`src/rtl/mnk_game_core_pkg.sv`:
```
// Shared types for the m,n,k game engine: cell codes, results, turn states,
// and the row/col step of each scan direction.
package mnk_pkg;

  typedef enum logic [1:0] {
    EMPTY = 2'b00,
    P2    = 2'b10,
    P1    = 2'b11
  } cell_t;

  typedef enum logic [1:0] {
    NOWIN = 2'b00,
    TIE   = 2'b01,
    P2WIN = 2'b10,
    P1WIN = 2'b11
  } result_t;

  typedef enum logic [2:0] {
    P1_TURN = 3'b001,
    P2_TURN = 3'b010,
    CHECK   = 3'b011,
    DONE    = 3'b100
  } state_t;

  // Scan order: horizontal, vertical, diagonal, anti-diagonal.
  localparam logic signed [7:0] DIR_DR [4] = '{8'sd0, 8'sd1, 8'sd1,  8'sd1};
  localparam logic signed [7:0] DIR_DC [4] = '{8'sd1, 8'sd0, 8'sd1, -8'sd1};

endpackage

```
`src/rtl/mnk_game_core_if.sv`:
```
// Move handshake and game status bundle for mnk_game_core.
interface mnk_game_core_if #(parameter int N = 3);
  localparam int ADDR_W = $clog2(N*N);

  logic              playerWrite;
  logic [ADDR_W-1:0] playerInput;
  logic              moveAccept;
  logic              moveReject;
  logic              busy;
  logic [2*N*N-1:0]  gBoard;
  logic [2:0]        gameState;
  logic [1:0]        winner;

  modport master (
    output playerWrite, playerInput,
    input  moveAccept, moveReject, busy, gBoard, gameState, winner
  );

  modport slave (
    input  playerWrite, playerInput,
    output moveAccept, moveReject, busy, gBoard, gameState, winner
  );
endinterface

```
`src/rtl/mnk_game_core_line_scanner.sv`:
```
// Sequential K-in-a-row detector: walks the four lines through the last
// placed cell, one neighbour per cycle, both sides per line.
module mnk_line_scanner
  import mnk_pkg::*;
#(
  parameter  int N      = 3,
  parameter  int K      = 3,
  localparam int ADDR_W = $clog2(N*N)
) (
  input  logic              i_clk,
  input  logic              i_rst,
  input  logic              i_start,
  input  logic [ADDR_W-1:0] i_last_cell,
  input  cell_t             i_cur_player,
  output logic [ADDR_W-1:0] o_rd_addr,
  input  cell_t             i_rd_data,
  output logic              o_done,
  output logic              o_won
);

  logic             r_active;
  logic [1:0]       r_dir;
  logic             r_side;
  logic [3:0]       r_step;
  logic [3:0]       r_count;

  logic signed [7:0] w_row, w_col, w_off, w_nr, w_nc;
  logic              w_inb, w_match, w_hit_k, w_adv;

  // Neighbour address for the current direction/side/step and its evaluation.
  always_comb begin
    w_row     = 8'(i_last_cell / ADDR_W'(N));
    w_col     = 8'(i_last_cell % ADDR_W'(N));
    w_off     = r_side ? -$signed({4'b0, r_step}) : $signed({4'b0, r_step});
    w_nr      = w_row + w_off * DIR_DR[r_dir];
    w_nc      = w_col + w_off * DIR_DC[r_dir];
    w_inb     = (w_nr >= 8'sd0) && (w_nr < 8'(N)) && (w_nc >= 8'sd0) && (w_nc < 8'(N));
    o_rd_addr = w_inb ? ADDR_W'(w_nr * 8'(N) + w_nc) : '0;
    w_match   = r_active && w_inb && (i_rd_data == i_cur_player);
    w_hit_k   = w_match && ((r_count + 4'd1) == 4'(K));
    // A side ends on edge/mismatch, or after its K-1th matching step.
    w_adv     = r_active && !w_hit_k && (!w_match || (r_step == 4'(K-1)));
    o_done    = w_hit_k || (w_adv && r_side && (r_dir == 2'd3));
    o_won     = w_hit_k;
  end

  // Scan position and run-length registers.
  always_ff @(posedge i_clk) begin
    if (i_rst || i_start) begin
      r_active <= i_start && !i_rst;
      r_dir    <= '0;
      r_side   <= 1'b0;
      r_step   <= 4'd1;
      r_count  <= 4'd1;
    end else if (r_active) begin
      if (o_done) begin
        r_active <= 1'b0;
      end else begin
        if (w_match) r_count <= r_count + 4'd1;
        if (w_adv) begin
          r_step <= 4'd1;
          if (!r_side) begin
            r_side <= 1'b1;
          end else begin
            r_side  <= 1'b0;
            r_dir   <= r_dir + 2'd1;
            r_count <= 4'd1;
          end
        end else if (w_match) begin
          r_step <= r_step + 4'd1;
        end
      end
    end
  end

endmodule

```
`src/rtl/mnk_game_core.sv`:
```
// m,n,k game engine: N x N board, K-in-a-row win, alternating turns.
// Optional REMATCH_EN: a playerWrite in DONE starts a new game with the
// other player opening; otherwise DONE holds until reset.
module mnk_game_core
  import mnk_pkg::*;
#(
  parameter int N = 3,
  parameter int K = 3
) (
  input logic           ph1,
  input logic           reset,
  input logic           isPlayer1Start,
  mnk_game_core_if.slave bus
);

  localparam int ADDR_W = $clog2(N*N);
  localparam int MW     = $clog2(N*N+1);

  cell_t             r_cells [N*N];
  state_t            r_state;
  result_t           r_winner;
  logic              r_accept, r_reject;
  logic [MW-1:0]     r_moves;
  logic [ADDR_W-1:0] r_last_cell;
  cell_t             r_cur_player;
`ifdef REMATCH_EN
  cell_t             r_starter;
`endif

  state_t            w_state_n;
  result_t           w_winner_n;
  logic              w_in_range, w_turn, w_free, w_accept, w_reject, w_clear;
  logic [ADDR_W-1:0] w_idx, w_rd_addr;
  cell_t             w_player, w_rd_data;
  logic              w_scan_done, w_scan_won;

  assign w_rd_data     = r_cells[w_rd_addr];
  assign bus.moveAccept = r_accept;
  assign bus.moveReject = r_reject;
  assign bus.busy       = (r_state == CHECK);
  assign bus.gameState  = r_state;
  assign bus.winner     = r_winner;

  for (genvar g = 0; g < N*N; g++) begin : g_board
    assign bus.gBoard[2*g +: 2] = r_cells[g];
  end

  mnk_line_scanner #(.N(N), .K(K)) u_scan (
    .i_clk        (ph1),
    .i_rst        (reset),
    .i_start      (w_accept),
    .i_last_cell  (r_last_cell),
    .i_cur_player (r_cur_player),
    .o_rd_addr    (w_rd_addr),
    .i_rd_data    (w_rd_data),
    .o_done       (w_scan_done),
    .o_won        (w_scan_won)
  );

  // Move validation and next turn/result decision.
  always_comb begin
    w_in_range = ({1'b0, bus.playerInput} < (ADDR_W+1)'(N*N));
    w_idx      = w_in_range ? bus.playerInput : '0;
    w_turn     = (r_state == P1_TURN) || (r_state == P2_TURN);
    w_player   = (r_state == P1_TURN) ? P1 : P2;
    w_free     = w_in_range && (r_cells[w_idx] == EMPTY);
    w_accept   = w_turn && bus.playerWrite && w_free;
    w_reject   = w_turn && bus.playerWrite && !w_free;
    w_clear    = 1'b0;
    w_state_n  = r_state;
    w_winner_n = r_winner;
    case (r_state)
      P1_TURN, P2_TURN: if (w_accept) w_state_n = CHECK;
      CHECK: begin
        if (w_scan_done) begin
          if (w_scan_won) begin
            w_state_n  = DONE;
            w_winner_n = (r_cur_player == P1) ? P1WIN : P2WIN;
          end else if (r_moves == MW'(N*N)) begin
            w_state_n  = DONE;
            w_winner_n = TIE;
          end else begin
            w_state_n = (r_cur_player == P1) ? P2_TURN : P1_TURN;
          end
        end
      end
      DONE: begin
`ifdef REMATCH_EN
        if (bus.playerWrite) begin
          w_clear    = 1'b1;
          w_winner_n = NOWIN;
          w_state_n  = (r_starter == P1) ? P2_TURN : P1_TURN;
        end
`endif
      end
      default: w_state_n = r_state;
    endcase
  end

  // Board, turn state, move counter and response pulses.
  always_ff @(posedge ph1) begin
    if (reset) begin
      for (int unsigned i = 0; i < N*N; i++) r_cells[i] <= EMPTY;
      r_state      <= isPlayer1Start ? P1_TURN : P2_TURN;
      r_winner     <= NOWIN;
      r_accept     <= 1'b0;
      r_reject     <= 1'b0;
      r_moves      <= '0;
      r_last_cell  <= '0;
      r_cur_player <= EMPTY;
`ifdef REMATCH_EN
      r_starter    <= isPlayer1Start ? P1 : P2;
`endif
    end else begin
      r_state  <= w_state_n;
      r_winner <= w_winner_n;
      r_accept <= w_accept;
      r_reject <= w_reject;
      if (w_accept) begin
        r_cells[w_idx] <= w_player;
        r_last_cell    <= w_idx;
        r_cur_player   <= w_player;
        r_moves        <= r_moves + 1'b1;
      end
      if (w_clear) begin
        for (int unsigned i = 0; i < N*N; i++) r_cells[i] <= EMPTY;
        r_moves <= '0;
`ifdef REMATCH_EN
        r_starter <= (r_starter == P1) ? P2 : P1;
`endif
      end
    end
  end

endmodule
```
`src/flat_wrapper.sv`:
```
// flat-port wrapper written by rule: the top's interface ports become plain ports
module mnk_game_core_flat import mnk_pkg::*;
#(
  parameter int N = 3,
  parameter int K = 3
)
  (ph1, reset, isPlayer1Start, bus_playerWrite, bus_playerInput, bus_moveAccept, bus_moveReject, bus_busy, bus_gBoard, bus_gameState, bus_winner);
  mnk_game_core_if #(.N(N)) bus_i ();
  input logic ph1;
  input logic reset;
  input logic isPlayer1Start;
  input wire logic [$bits(bus_i.playerWrite)-1:0] bus_playerWrite;
  input wire logic [$bits(bus_i.playerInput)-1:0] bus_playerInput;
  output wire logic [$bits(bus_i.moveAccept)-1:0] bus_moveAccept;
  output wire logic [$bits(bus_i.moveReject)-1:0] bus_moveReject;
  output wire logic [$bits(bus_i.busy)-1:0] bus_busy;
  output wire logic [$bits(bus_i.gBoard)-1:0] bus_gBoard;
  output wire logic [$bits(bus_i.gameState)-1:0] bus_gameState;
  output wire logic [$bits(bus_i.winner)-1:0] bus_winner;
  assign bus_i.playerWrite = bus_playerWrite;
  assign bus_i.playerInput = bus_playerInput;
  assign bus_moveAccept = bus_i.moveAccept;
  assign bus_moveReject = bus_i.moveReject;
  assign bus_busy = bus_i.busy;
  assign bus_gBoard = bus_i.gBoard;
  assign bus_gameState = bus_i.gameState;
  assign bus_winner = bus_i.winner;
  mnk_game_core #(.N(N), .K(K)) u_core (.ph1(ph1), .reset(reset), .isPlayer1Start(isPlayer1Start), .bus(bus_i));
endmodule
```
`config.mk`:
```
export PLATFORM = sky130hd
export DESIGN_NAME = mnk_game_core_flat
export DESIGN_NICKNAME = d
export VERILOG_FILES = /design/src/rtl/mnk_game_core_pkg.sv /design/src/rtl/mnk_game_core_if.sv /design/src/rtl/mnk_game_core_line_scanner.sv /design/src/rtl/mnk_game_core.sv /design/src/flat_wrapper.sv
export SDC_FILE = /design/constraint.sdc
export NUM_CORES = 1
export LEC_CHECK = 0
export CAP_MARGIN = 15
export CORE_ASPECT_RATIO = 0.75
export CORE_MARGIN = 3
export CORE_UTILIZATION = 55
export CTS_BUF_LIST = sky130_fd_sc_hd__clkbuf_2 sky130_fd_sc_hd__clkbuf_4 sky130_fd_sc_hd__clkbuf_8
export CTS_CLUSTER_DIAMETER = 200
export DETAILED_ROUTE_END_ITERATION = 12
export GPL_TIMING_DRIVEN = 0
export PLACE_DENSITY = 0.8
export SYNTH_ARGS = -nofsm -noshare
export SYNTH_HDL_FRONTEND = slang
export SYNTH_HIERARCHICAL = 1
export SYNTH_SLANG_ARGS = --single-unit
```
`constraint.sdc`:
```
create_clock -name ph1 -period 15.15 [get_ports ph1]
set_clock_uncertainty 0.2 [all_clocks]
set_input_delay 3.03 -clock ph1 [delete_from_list [all_inputs] [get_ports ph1]]
set_output_delay 3.03 -clock ph1 [all_outputs]
set_load 0.02 [all_outputs]
```
Yosys cells after proc, flatten, opt, wreduce, memory -nomap -nowiden. Memories as Yosys holds them, arrays and structs flattened. Cells that the tools add are included.

ROM bits: 0. Bits in registers: 29. Memories: 1. Latch bits: 0. Input port bits: 8. Bits in writable memories: 18. Word-level logic and storage cells: 118.

Shifts and indexed selects: 0. Reductions and logical operators: 35. $add $sub $neg: 8. Bitwise logic cells: 2. Multiply operators: 3. Divide/modulo/power cells: 2. $lt $le $gt $ge: 6. Equality and inequality tests: 11. Muxes and demuxes: 38.

Memories: u_core.r_cells (depth 9, width 2, read ports 11, clocked after memory_dff 0, wr ports 9, RTL line mnk_game_core.sv:19) `cell_t r_cells [N*N];`.

Operators by type and width (count): $mux 8 (5); $bmux 8 s2 (2); $mux 4 (8); $add 8x8->8 (2); $ge 8x1->1 const B (2); $lt 8x3->1 const B (2); $mul 8x8->8 (2); $logic_and 1x1->1 (15); $mux 3 (5); $add 4x1->4 const B (3); $mux 1 (12); $reduce_and 3->1 (4); $mux 2 (5); $div 4x2->8 const B (1); $eq 4x2->1 const B (2); $mod 4x2->8 const B (1); $mul 8x3->4 const B (1); $neg 4->8 (1); $eq 3x2->1 const B (2); $pmux 3 s2 (1); $add 4x4->4 (1); $eq 2x2->1 const B (2); $eq 4x4->1 const B (1); $logic_not 1->1 (4); 16 further kinds (21).

Logic depth before layout (Yosys ltp). Gate-level depths: netlist (run 1). An unclocked memory read counts as a cell.

Depth after elaboration: 24. Depth in mapped cells: 43. Depth with buffers taken out: 41.

Modules after synthesis. The synthesis (run 1) kept the hierarchy.

Modules (own cells, without submodules): mnk_line_scanner (sequential area each 240.2 um^2, instances 1, cells each 348, area an instance 2895.3 um^2); mnk_game_core (sequential area each 1031.0 um^2, instances 1, cells each 206, area an instance 2149.6 um^2).

Least setup slack after synthesis (run 1). No wires, ideal clock.

Kind: reg2reg. Start point: register u_core.r_last_cell[2]. End point: register u_core.r_state[0] (netlist: u_core/bus.gameState[0]) (enable). Setup time: 0.272 ns. Required time: 14.678 ns. Arrival time: 8.940 ns. Stages on the path, launching flop included: 38. Setup slack: 5.737 ns. Buffers on the path: 4. Period minus slack after synthesis: 9.413 ns. Cell sequence: dfxtp_1 -> buf_4 -> clkbuf_1 -> ha_1 -> a21boi_1 -> nor3b_2 -> nand2_1 -> o21ai_0 -> ha_1 -> nor4_1 -> mux2i_1 -> nor2_1 -> fa_1 -> fa_1 -> inv_1 -> fa_1 -> inv_1 -> fa_1 -> (+2 left out) -> a21oi_1 -> xnor2_1 -> xnor2_1 -> xnor2_1 -> xnor3_2 -> buf_6 -> and3_1 -> clkbuf_1 -> mux4_2 -> mux4_2 -> xnor2_1 -> nand3_1 -> a2111oi_0 -> and3_1 -> nand2b_1 -> o21ai_1 -> nand2_1 -> nand3b_1.

Word-level cells in the longest chain between the ends: 19. Elaborated cells between the ends (all ways): 29.

RTL lines: start, declared (RTL line mnk_game_core.sv:24) `logic [ADDR_W-1:0] r_last_cell;`; start signal, assigned (RTL line mnk_game_core.sv:121) `r_last_cell <= w_idx;`; parallel branches: the longest is 6 deep, another holds $div 4x2->8; $mux 4 (*) (RTL line mnk_game_core_line_scanner.sv:38) `o_rd_addr = w_inb ? ADDR_W'(w_nr * 8'(N) + w_nc) : '0;`; net u_core.w_rd_addr[0] (RTL line mnk_game_core.sv:33) `logic [ADDR_W-1:0] w_idx, w_rd_addr;`; $mem_v2 9x2 (*); net u_core.w_rd_data[0] (RTL line mnk_game_core.sv:34) `cell_t w_player, w_rd_data;`; $eq 2x2->1 (*) (RTL line mnk_game_core_line_scanner.sv:39) `w_match = r_active && w_inb && (i_rd_data == i_cur_player);`; $logic_and 1x1->1 (*) (RTL line mnk_game_core_line_scanner.sv:39); $logic_and 1x1->1 (RTL line mnk_game_core_line_scanner.sv:40) `w_hit_k = w_match && ((r_count + 4'd1) == 4'(K));`; $logic_not 1->1 (RTL line mnk_game_core_line_scanner.sv:42) `w_adv = r_active && !w_hit_k && (!w_match || (r_step == 4'(K-1)));`; $logic_and 1x1->1 (2 in a row) (RTL line mnk_game_core_line_scanner.sv:42); $logic_and 1x1->1 (2 in a row) (RTL line mnk_game_core_line_scanner.sv:43) `o_done = w_hit_k || (w_adv && r_side && (r_dir == 2'd3));`; $logic_or 1x1->1 (*) (RTL line mnk_game_core_line_scanner.sv:43); net u_core.w_scan_done (RTL line mnk_game_core.sv:35) `logic w_scan_done, w_scan_won;`; $ne 3x2->1 (no line) (*); $reduce_and 3->1 (no line) (*); end signal, assigned (RTL line mnk_game_core.sv:104) `r_state <= isPlayer1Start ? P1_TURN : P2_TURN;`; end signal, assigned (RTL line mnk_game_core.sv:115) `r_state <= w_state_n;`; end, declared (RTL line mnk_game_core.sv:20) `state_t r_state;`.

Mark *: on every way through the listed nets, which the timed path passes. A chain may end at the register's enable or synchronous reset.

Final worst setup path (run 1).
Start point: register u_core.r_last_cell[2]. End point: register u_core.r_state[1] (netlist: u_core/bus.gameState[1]), data pin.

Word-level cells in the longest chain between the ends: 15. Elaborated cells between the ends (all ways): 23.

RTL lines: parallel branches: the longest is 6 deep, another holds $div 4x2->8; $mux 4 (*) (RTL line mnk_game_core_line_scanner.sv:38); net u_core.w_rd_addr[0] (RTL line mnk_game_core.sv:33); $mem_v2 9x2 (*); net u_core.w_rd_data[0] (RTL line mnk_game_core.sv:34); $eq 2x2->1 (*) (RTL line mnk_game_core_line_scanner.sv:39); $logic_and 1x1->1 (*) (RTL line mnk_game_core_line_scanner.sv:39); $logic_and 1x1->1 (*) (RTL line mnk_game_core_line_scanner.sv:40); net u_core.w_scan_won (RTL line mnk_game_core.sv:35); $mux 3 (*) (RTL line mnk_game_core.sv:76) `if (w_scan_won) begin`; $mux 3 (*) (RTL line mnk_game_core.sv:75) `if (w_scan_done) begin`; $pmux 3 s2 (*) (RTL line mnk_game_core.sv:72) `case (r_state)`; $mux 3 (*) (RTL line mnk_game_core.sv:102) `if (reset) begin`.

Mark *: on every way through the listed nets, which the timed path passes. The select of a mux whose other input is x is not followed.

==> impl_metrics.json, run 1 <==
{
  "syn_avg_cell_area_um2": 9.11,
  "grt_antenna_before_repair": 0,
  "io_buffers": 33,
  "die_w_um": 117,
  "hold_violations": 0,
  "synth.distinct_cells": 78,
  "pwr-share-seq_pct": 46.9,
  "io_pins": 34,
  "syn_inst": 554,
  "wl_mm": 12.0,
  "clock-sinks": 54,
  "place.gp.congestion": 0.934,
  "crit_arrival_ns": 10.59,
  "drt_iter0_drc": 420,
  "grt_overflow": 0,
  "synth_edf_count": 19,
  "power.density_nw_per_um2": 59.5,
  "finalSetupViolations": 0,
  "fin_crit_ns": 10.75,
  "syn_to_final_growth_pct": 12.0,
  "clk_pin_slew_ns": 0.10,
  "detail-route-antenna-nets": 0,
  "die_height_um": 88.9,
  "peakVddDrop_uv": 71.6,
  "ctsResizeCount": 0,
  "drc": 0,
  "cts-buffers-inserted": 5,
  "seq_area_frac_synth_pct": 25.2,
  "crit_fanout": 10,
  "clk_latency_ns": 0.32,
  "nNetsFinal": 681,
  "synth.yosys.warnings": 6,
  "intPower_mw": 0.238,
  "grt_pass1_vias": 4040,
  "ctsHtreeMaxLevel": 2,
  "crit_type": "reg -> reg",
  "n_fill_cell": 729,
  "cts_tree": "done",
  "cellLeakagePower_nw": 2.46,
  "cp-end-kind": "flop",
  "seq_area_um2": 1270,
  "p_clk_share_pct": 30.2,
  "rsz0062_at_grt": "false",
  "synthesis.area_um2": 5040,
  "grt_usage_pct": 24.8,
  "fmax_mhz": 93.1,
  "start_util_pct": 58.2,
  "cp-start-kind": "flop",
  "crit_path_max_incr_delay_ns": 0.66,
  "grt_max_degree": 19,
  "drive_above_1_share_pct": 10.3,
  "cts_hold_buf": 0,
  "fin_crit_sh_pct": 70.9,
  "dp_hpwl_mm": 9.76,
  "route.vias.total": 4214,
  "diodes": 0,
  "coreArea_um2": 8670,
  "ys.flop_type": "dfxtp_1",
  "tightest_slew_ns": 0.961,
  "die_area_um2": 10400,
  "maxSlewViolCount": 0,
  "worstPathRequired_ns": 15.00,
  "relSlewSlack_pct": 34.9,
  "hold_class": "reg -> reg",
  "ys_ff_latch": 54,
  "grt_pass1_wl_mm": 20.2,
  "max_cap_viol_count": 0,
  "viasPerCell": 5.94,
  "status": "completed",
  "wl_per_cell_um": 16.9,
  "hold_slack_ns": 0.302,
  "switching_power_mw": 0.0980,
  "cts.path.max_buffers": 2,
  "multi_input_area_um2": 3450,
  "post_cts_buffers": 0,
  "synthArstFlopShare_pct": 0,
  "dr.pass1.iters": 5,
  "row_count": 29,
  "comb_power_share_pct": 22.8,
  "root_buffer": "clkbuf_8",
  "p_sw_share_pct": 29.1,
  "fin_tns_setup_ns": 0,
  "slowest_stage": "nor4_1"
}
stage by stage:
stage               utilization, %  cells  area [um^2]  power (mW)  setup WS, ns
floorplan                        -    560         5070       0.215          5.74
global placement              63.8    701         5530       0.235          4.65
detailed placement            63.8    701         5530       0.237          4.47
CTS                           65.2    709         5650       0.338          4.46
global route                  65.2    709         5650       0.353          3.56
finish                        65.2    709         5650       0.336          4.40
layer usage:
| metal | global-route usage [%] | up-vias | part of all wire (%) | wire (um) |
|---|---|---|---|---|
| li1 | - | 2037 | - | - |
| met3 | 5.55 | 14 | 7.0 | 840 |
| met1 | 36.8 | 2030 | 48 | 5790 |
| met4 | 4.38 | 0 | 1.0 | 122 |
| met2 | 37.7 | 133 | 44 | 5220 |
| met5 | 0 | - | 0 | 0 |
area by class of cell:
class | instances | area share (%)
Multi-Input combinational cell | 428 | 61.0
Sequential cell | 54 | 22.5
Timing Repair Buffer | 33 | 5.85
Inverter | 54 | 3.59
Buffer | 24 | 2.55
Tap cell | 108 | 2.39
Clock buffer | 5 | 1.22
Clock inverter | 3 | 0.864
worst paths after layout:
path                         start                 endpoint  slack (ns)  cells past startpoint
max          u_core/r_last_cell[2]  u_core/bus.gameState[1]        4.40                     38
max reg2reg  u_core/r_last_cell[2]  u_core/bus.gameState[1]        4.40                     38
min reg2reg   u_core/bus.winner[1]     u_core/bus.winner[1]        0.30                      2
min           u_core/bus.winner[1]     u_core/bus.winner[1]        0.30                      2
Yosys cell counts, types with 4 or more instances:
master    count  share of area, %
buf_2         4              0.40
nand2b_1     14               1.7
o31ai_1       4              0.60
mux2i_1       9               1.8
a21o_1        5              0.74
a21oi_1      27               2.7
fa_1         21               8.3
nand2_1      27               2.0
nand3b_1      4              0.60
or2_2         5              0.62
mux4_2        7               3.1
nand4_1       5              0.62
nor3_1       16               1.6
buf_6         5               1.1
o32ai_1       4              0.69
and3_1        7              0.87
xor2_1        6               1.0
nor2b_1       6              0.74
inv_1        53               3.9
dfxtp_1      35                14
a31oi_1       4              0.50
edfxtp_1     19                11
a211oi_1      6              0.89
clkbuf_1     12              0.89
nor2_1       59               4.4
nor4_1        5              0.62
ha_1         52                13
nand3_1       8              0.79
and2_1        6              0.74
o22ai_1       5              0.62
o21bai_1      9               1.3
xnor2_1      23               4.0
o21ai_0      22               2.2
state kept, by name, summed over array words and instances (netlist names):
register,count
u_core/r_cells,25
u_core/r_last_cell,4
u_core/r_moves,4
u_core/u_scan/r_count,4
u_core/u_scan/r_step,4
u_core/bus.gameState,3
u_core/bus.winner,2
u_core/r_cur_player,2
u_core/u_scan/r_dir,2
u_core/bus.moveAccept,1
u_core/bus.moveReject,1
u_core/u_scan/r_active,1
u_core/u_scan/r_side,1
placed cells by master, fill, tap and decap left out, types with 4 or more instances in the layout:
cell type	Yosys	final
a211oi_1	6	6
a21o_1	5	5
a21oi_1	27	27
a31oi_1	4	4
and2_1	6	6
and3_1	7	7
buf_2	4	4
buf_6	5	5
clkbuf_1	12	12
clkbuf_8	0	5
clkdlybuf4s50_1	0	33
conb_1	1	7
dfxtp_1	35	35
edfxtp_1	19	19
fa_1	21	21
ha_1	52	52
inv_1	53	53
mux2i_1	9	9
mux4_2	7	7
nand2_1	27	27
nand2b_1	14	14
nand3_1	8	8
nand3b_1	4	4
nand4_1	5	5
nor2_1	59	59
nor2b_1	6	6
nor3_1	16	16
nor4_1	5	5
o21ai_0	22	22
o21bai_1	9	9
o22ai_1	5	5
o31ai_1	4	4
o32ai_1	4	4
or2_2	5	5
xnor2_1	23	23
xor2_1	6	6
power by group through the flow:
stage	registers, mW	clock network [mW]	logic, mW
after floorplan	0.162	0	0.0530
after global placement	0.161	0	0.0738
after detailed placement	0.161	0	0.0760
after CTS	0.158	0.103	0.0763
after global routing	0.159	0.110	0.0843
final	0.158	0.102	0.0767
cells by family after synthesis:
kind of cell / share of synthesized area (%)
and+or+nand+nor: 20.1
xor gates and xnor gates: 5.51
AOI/OAI and AO/OA: 15.3
other: 0.0743
buffers and inverters: 6.87
DFF: 25.2
muxes: 5.80
adders and majority gates: 21.2
critical path: cells and delay by family (launching register included):
kind	cells	cell delay, ns
adders and majority gates	8	3.13
AOI/OAI and AO/OA	7	1.62
buffers and inverters	7	1.14
muxes	3	1.26
xor gates and xnor gates	5	0.90
DFF	1	0.40
and+or+nand+nor	8	1.80
Power figures use the tool's default switching activity.
==> run 2, diff against run 1 <==
--- a/config.mk
+++ b/config.mk
@@ -13,7 +13,7 @@
 export CTS_CLUSTER_DIAMETER = 200
 export DETAILED_ROUTE_END_ITERATION = 12
 export GPL_TIMING_DRIVEN = 0
-export PLACE_DENSITY = 0.8
+export PLACE_DENSITY = 0.83
 export SYNTH_ARGS = -nofsm -noshare
 export SYNTH_HDL_FRONTEND = slang
 export SYNTH_HIERARCHICAL = 1
==> constraint.sdc (replaced) <==
create_clock -name ph1 -period 8.7 [get_ports ph1]
set_clock_uncertainty 0.2 [all_clocks]
set_input_delay 1.74 -clock ph1 [delete_from_list [all_inputs] [get_ports ph1]]
set_output_delay 1.74 -clock ph1 [all_outputs]
set_load 0.02 [all_outputs]
==> run 2 against run 1 <==
Critical endpoint unchanged. Combinational power rose by 120%. Largest power group unchanged. Total power increased by 84%. Via count grew 12%. Non-clock buffer count grew 41. The run now ends with setup timing left.
==> impl_metrics.json, run 2 (synthesized netlist as in run 1, its figures left out) <==
{
  "grt_antenna_before_repair": 0,
  "cp-end-kind": "flop",
  "cp-startpoint": "u_core/r_last_cell[2]",
  "n_fill_cell": 575,
  "crit_arrival_ns": 8.86,
  "hold_violations": 0,
  "route.vias.total": 4734,
  "cts_tree": "done",
  "seq_area_um2": 1280,
  "drt_iter0_drc": 547,
  "dp_cells": 701,
  "nNetsFinal": 722,
  "root_buffer": "clkbuf_8",
  "grt_pass1_wl_mm": 23.0,
  "place_ws_ns": -0.991,
  "grt_usage_pct": 28.4,
  "dp_hpwl_mm": 9.85,
  "ff2ff_path_depth": 38,
  "final_area_um2": 6370,
  "viasPerCell": 6.31,
  "tightest_slew_ns": 0.888,
  "crit_fanout": 6,
  "cellLeakagePower_nw": 2.70,
  "maxSlewViolCount": 0,
  "die_area_um2": 10400,
  "final_cell_mix": "nor2_1, inv_1, buf_4",
  "io_buffers": 33,
  "cts.path.max_buffers": 2,
  "largest_reg_flops": 25,
  "hold_class": "reg -> reg",
  "max_cap_viol_count": 0,
  "peakVddDrop_uv": 80.0,
  "r2r_start": "u_core/r_last_cell[2]",
  "syn_to_final_growth_pct": 26.3,
  "wl_per_cell_um": 19.9,
  "stdcell_count": 750,
  "crit_type": "reg -> reg",
  "drive_above_1_share_pct": 25.4,
  "fin_crit_sh_pct": 103,
  "fmax_mhz": 111,
  "endpoint": "u_core/bus.gameState[1]",
  "totalPowerFinal_mw": 0.619,
  "power.density_nw_per_um2": 97.2,
  "crit_path_max_incr_delay_ns": 0.59,
  "clk_pin_slew_ns": 0.11,
  "rsz0062_at_grt": "true",
  "grt_pass1_vias": 4585,
  "detail-route-antenna-nets": 0,
  "slowest_stage": "fa_1",
  "die_height_um": 88.9,
  "ctsHtreeMaxLevel": 2,
  "cp-start-kind": "flop",
  "place.gp.congestion": 0.913,
  "cts-buffers-inserted": 5,
  "worstPathRequired_ns": 8.56,
  "status": "complete, but fails checks",
  "clk_latency_ns": 0.32,
  "final_common_cell": "nor2_1",
  "coreArea_um2": 8670,
  "r2r_end": "u_core/bus.gameState[1]",
  "io_pins": 34,
  "row_count": 29,
  "start_util_pct": 58.2,
  "place_area_um2": 5570,
  "grt_overflow": 0,
  "clock-sinks": 54,
  "relSlewSlack_pct": 39.9,
  "drc": 0,
  "multi_input_area_um2": 3840,
  "dr.pass1.iters": 5,
  "grt_max_degree": 18,
  "finalSetupViolations": 20,
  "fin_tns_setup_ns": -2.94,
  "cts_hold_buf": 0,
  "diodes": 0,
  "top_register": "u_core/r_cells",
  "die_w_um": 117,
  "violations": "setup timing",
  "fin_crit_ns": 9.00,
  "r2r_slack_ns": -0.30,
  "post-route-worst-setup-slack_ns": -0.296,
  "wl_mm": 15.0,
  "crit_path_frequent_cell": "fa_1"
}
run 2: how the worst min path moves through the flow:
stage | start | end | slack [ns] | cells past startpoint
after floorplan | u_core/r_cur_player[1] | u_core/r_cur_player[1] | 0.28 | 2
after global placement | u_core/bus.winner[1] | u_core/bus.winner[1] | 0.28 | 2
after detailed placement | u_core/bus.winner[1] | u_core/bus.winner[1] | 0.27 | 2
after CTS | u_core/bus.winner[1] | u_core/bus.winner[1] | 0.30 | 2
after global routing | u_core/bus.winner[0] | u_core/bus.winner[0] | 0.32 | 2
final | u_core/bus.winner[0] | u_core/bus.winner[0] | 0.30 | 2
run 2: metrics by stage:
| stage | util (%) | hold slack (ns) |
|---|---|---|
| after floorplan | - | 0.275 |
| after global placement | 64.2 | 0.278 |
| after detailed placement | 64.2 | 0.273 |
| after CTS | 71.6 | 0.301 |
| after global routing | 73.5 | 0.319 |
| final | 73.5 | 0.299 |
run 2: cell type report:
type	instances	area share [%]
multi-input combinational	428	60.2
buffer	22	2.26
timing repair buffer	76	10.3
clock inverter	3	0.668
sequential	54	20.1
tap	108	2.12
clock buffer	5	1.08
inverter	54	3.30
run 2: layer usage:
metal / global-route usage [%] / vias up / share of wire, %
li1: - / 2122 / -
met1: 38.9 / 2281 / 41
met2: 45.6 / 287 / 47
met3: 7.44 / 44 / 9.9
met4: 6.98 / 0 / 2.1
met5: 0 / - / 0
run 2: critical path, delay by kind of cell (launching register included):
family / cells / cell delay [ns]
AO/OA/AOI/OAI: 7 / 1.21
multiplexers: 3 / 1.15
buffers and inverters: 6 / 0.50
AND/OR/NAND/NOR: 9 / 1.52
adder cells (fa/ha/maj): 8 / 2.89
flip-flops: 1 / 0.34
XOR/XNOR: 5 / 0.91
run 2: repair_timing:
item                       4_1_cts  5_1_grt
gates resized for setup         60       28
buffers inserted                36        7
hold endpoints to repair         0        0
setup endpoints to repair       20       20
pin swaps                       32       37
run 2: power by group:
part	internal [mW]	total (mW)	switching (mW)	leakage, nW
Clock	0.0860	0.172	0.0861	0.0562
Sequential	0.269	0.275	0.00652	0.477
Combinational	0.0808	0.172	0.0913	2.16
Total	0.435	0.619	0.184	2.70
==> run 3, diff against run 2 <==
--- a/config.mk
+++ b/config.mk
@@ -5,6 +5,7 @@
 export SDC_FILE = /design/constraint.sdc
 export NUM_CORES = 1
 export LEC_CHECK = 0
+export ABC_AREA = 1
 export CAP_MARGIN = 15
 export CORE_ASPECT_RATIO = 0.75
 export CORE_MARGIN = 3
==> run 3 against run 2 <==
The run now ends clean. Final cell count grew 13%. Global-route usage shrank 3.5 points. Total power grew 37%. Clock power shrank 15%. Fmax grew 5.6%. Critical endpoint is now u_core/bus.gameState[2]. Setup slack gained 0.48 ns. First-iteration DRC count shrank 31%. Register-to-register slack gained 0.48 ns. Worst hold slack lost 0.015 ns. Core utilization shrank 3.1 points. Routed wire length shrank 11%. Non-clock buffer count shrank 30.
==> impl_metrics.json, run 3 <==
{
  "clk_pin_slew_ns": 0.11,
  "root_buffer": "clkbuf_8",
  "dr.pass1.iters": 9,
  "crit_path_max_incr_delay_ns": 0.56,
  "p_clk_share_pct": 17.3,
  "hold_class": "reg -> reg",
  "pwr-share-seq_pct": 34.4,
  "slowest_stage": "fa_1",
  "syn_avg_cell_area_um2": 7.47,
  "grt_pass1_wl_mm": 20.5,
  "netlist_top_cells_count": "nand2_1, inv_1, nor2_1",
  "drc": 0,
  "cts-buffers-inserted": 5,
  "dp_hpwl_mm": 9.83,
  "cp-end-kind": "flop",
  "final_area_um2": 6100,
  "comb_power_share_pct": 48.2,
  "wl_mm": 13.3,
  "crit_type": "reg -> reg",
  "viasPerCell": 5.62,
  "n_fill_cell": 660,
  "ctsHtreeMaxLevel": 2,
  "cp-start-kind": "flop",
  "multi_input_area_um2": 3550,
  "seq_area_um2": 1280,
  "fin_crit_sh_pct": 97.9,
  "coreArea_um2": 8670,
  "grt_overflow": 0,
  "p_sw_share_pct": 40.7,
  "grt_usage_pct": 24.9,
  "detail-route-antenna-nets": 0,
  "rsz0062_at_grt": "true",
  "maxSlewViolCount": 0,
  "start_util_pct": 57.8,
  "final_cell_mix": "nand2_1, inv_1, nor2_1",
  "synth.distinct_cells": 51,
  "relSlewSlack_pct": 57.1,
  "diodes": 0,
  "switching_power_mw": 0.344,
  "status": "completed",
  "fmax_mhz": 117,
  "crit_fanout": 8,
  "crit_arrival_ns": 8.37,
  "synth.yosys.warnings": 6,
  "synth.most_common_cell": "nand2_1",
  "ys.flop_type": "dfxtp_1",
  "wl_per_cell_um": 15.7,
  "final_core_util_pct": 70.4,
  "synth_top_area_share_pct": 14.0,
  "largest_reg_flops": 25,
  "max_cap_viol_count": 0,
  "worstPathRequired_ns": 8.55,
  "row_count": 29,
  "hold_violations": 0,
  "cts_tree": "done",
  "synth_edf_count": 19,
  "synthArstFlopShare_pct": 0,
  "peakVddDrop_uv": 100,
  "tightest_slew_ns": 0.644,
  "place_area_um2": 5500,
  "syn_inst": 671,
  "synth.area.top_cells": "dfxtp_1, ha_1, edfxtp_1",
  "grt_pass1_vias": 4510,
  "die_height_um": 88.7,
  "grt_max_degree": 19,
  "nNetsFinal": 820,
  "die_w_um": 116,
  "fin_crit_ns": 8.52,
  "finalSetupViolations": 0,
  "final_common_cell": "nand2_1",
  "seq_area_frac_synth_pct": 25.3,
  "cts.path.max_buffers": 2,
  "die_area_um2": 10300,
  "synthesis.area_um2": 5010,
  "syn_to_final_growth_pct": 21.7,
  "place.gp.congestion": 1.01,
  "drt_iter0_drc": 377,
  "cellLeakagePower_nw": 3.05,
  "route.vias.total": 4767,
  "io_buffers": 33,
  "top_register": "u_core/r_cells",
  "grt_antenna_before_repair": 0,
  "power.density_nw_per_um2": 139,
  "drive_above_1_share_pct": 18.4,
  "ys_ff_latch": 54,
  "intPower_mw": 0.503,
  "clock-sinks": 54,
  "yosysTopAreaCell": "dfxtp_1",
  "clk_latency_ns": 0.32,
  "io_pins": 34
}
run 3: cell count changes after synthesis, sizes merged, moves of 9 or more:
cell / previous run / this run
nor3: 17 / 5
o21bai: 9 / 0
nand4: 5 / 17
xnor2: 23 / 7
o21ai: 24 / 33
nand2b: 14 / 0
nand2: 28 / 152
nor2: 59 / 85
nand3: 10 / 46
inv: 54 / 118
run 3: power by group through the flow:
| stage | combinational, mW | sequential [mW] | clock (mW) |
|---|---|---|---|
| floorplan | 0.212 | 0.302 | 0 |
| global placement | 0.287 | 0.296 | 0 |
| detailed placement | 0.298 | 0.297 | 0 |
| CTS | 0.349 | 0.291 | 0.150 |
| global route | 0.436 | 0.293 | 0.158 |
| finish | 0.409 | 0.292 | 0.147 |
run 3: metrics by stage:
stage                     setup WS (ns)  setup TNS (ns)  instances  hold WS, ns  total power [mW]
final                             0.180               0        848        0.285             0.847
after global routing             -0.267           -2.46        848        0.301             0.887
after CTS                       0.00645               0        831        0.280             0.790
after detailed placement          -1.15          -19.04        818        0.265             0.595
after global placement           -0.970          -15.21        818        0.249             0.582
after floorplan                  0.0105               0        677        0.239             0.514
run 3: final cells by class:
cell class / instances / area share (%)
Buffer: 12 / 1.27
Clock buffer: 5 / 1.13
Clock inverter: 3 / 0.410
Inverter: 120 / 7.58
Multi-Input combinational cell: 490 / 58.2
Sequential cell: 54 / 20.9
Tap cell: 108 / 2.21
Timing Repair Buffer: 56 / 8.26
run 3: critical path: cells and delay by family (launching register included):
family	cells	cell delay (ns)
compound gates	8	0.97
fa+ha+maj	9	3.21
buf+inv	7	0.75
flops	1	0.36
simple gates	22	2.74
run 3: logic make-up (layout without fill, tap and decap cells):
| kind of cell | after synthesis | in the layout | share of synthesized area (%) |
|---|---|---|---|
| mux | 5 | 5 | 1.02 |
| compound gates | 70 | 70 | 7.83 |
| buf+inv | 133 | 196 | 10.7 |
| other cells | 1 | 7 | 0.0748 |
| simple gates | 317 | 317 | 30.6 |
| xor+xnor | 18 | 18 | 3.14 |
| flops | 54 | 54 | 25.3 |
| fa+ha+maj | 73 | 73 | 21.4 |
run 3: layer usage:
metal  up-vias  global-route usage (%)  share of wire [%]
li1       2280                       -                  -
met1      2244                    32.3                 43
met2       207                    42.4                 48
met3        36                    5.88                7.8
met4         0                    5.69                1.9
met5         -                       0                  0
run 3: repair_timing:
item                                    CTS  global route
endpoints found under the setup margin   20            20
hold buffers                              0             0
resized for setup                        35            60
buffers inserted                          5            17
cloned                                    1             0
pin swaps                                15            35
run 3: path summary, 6_finish.rpt:
kind / start / endpoint / slack, ns / cells past startpoint
worst max-delay path: u_core/r_last_cell[2] / u_core/bus.gameState[2] / 0.18 / 46
worst min-delay path: u_core/r_cur_player[1] / u_core/r_cur_player[1] / 0.28 / 2
worst min register to register: u_core/r_cur_player[1] / u_core/r_cur_player[1] / 0.28 / 2
worst max register to register: u_core/r_last_cell[2] / u_core/bus.gameState[2] / 0.18 / 46
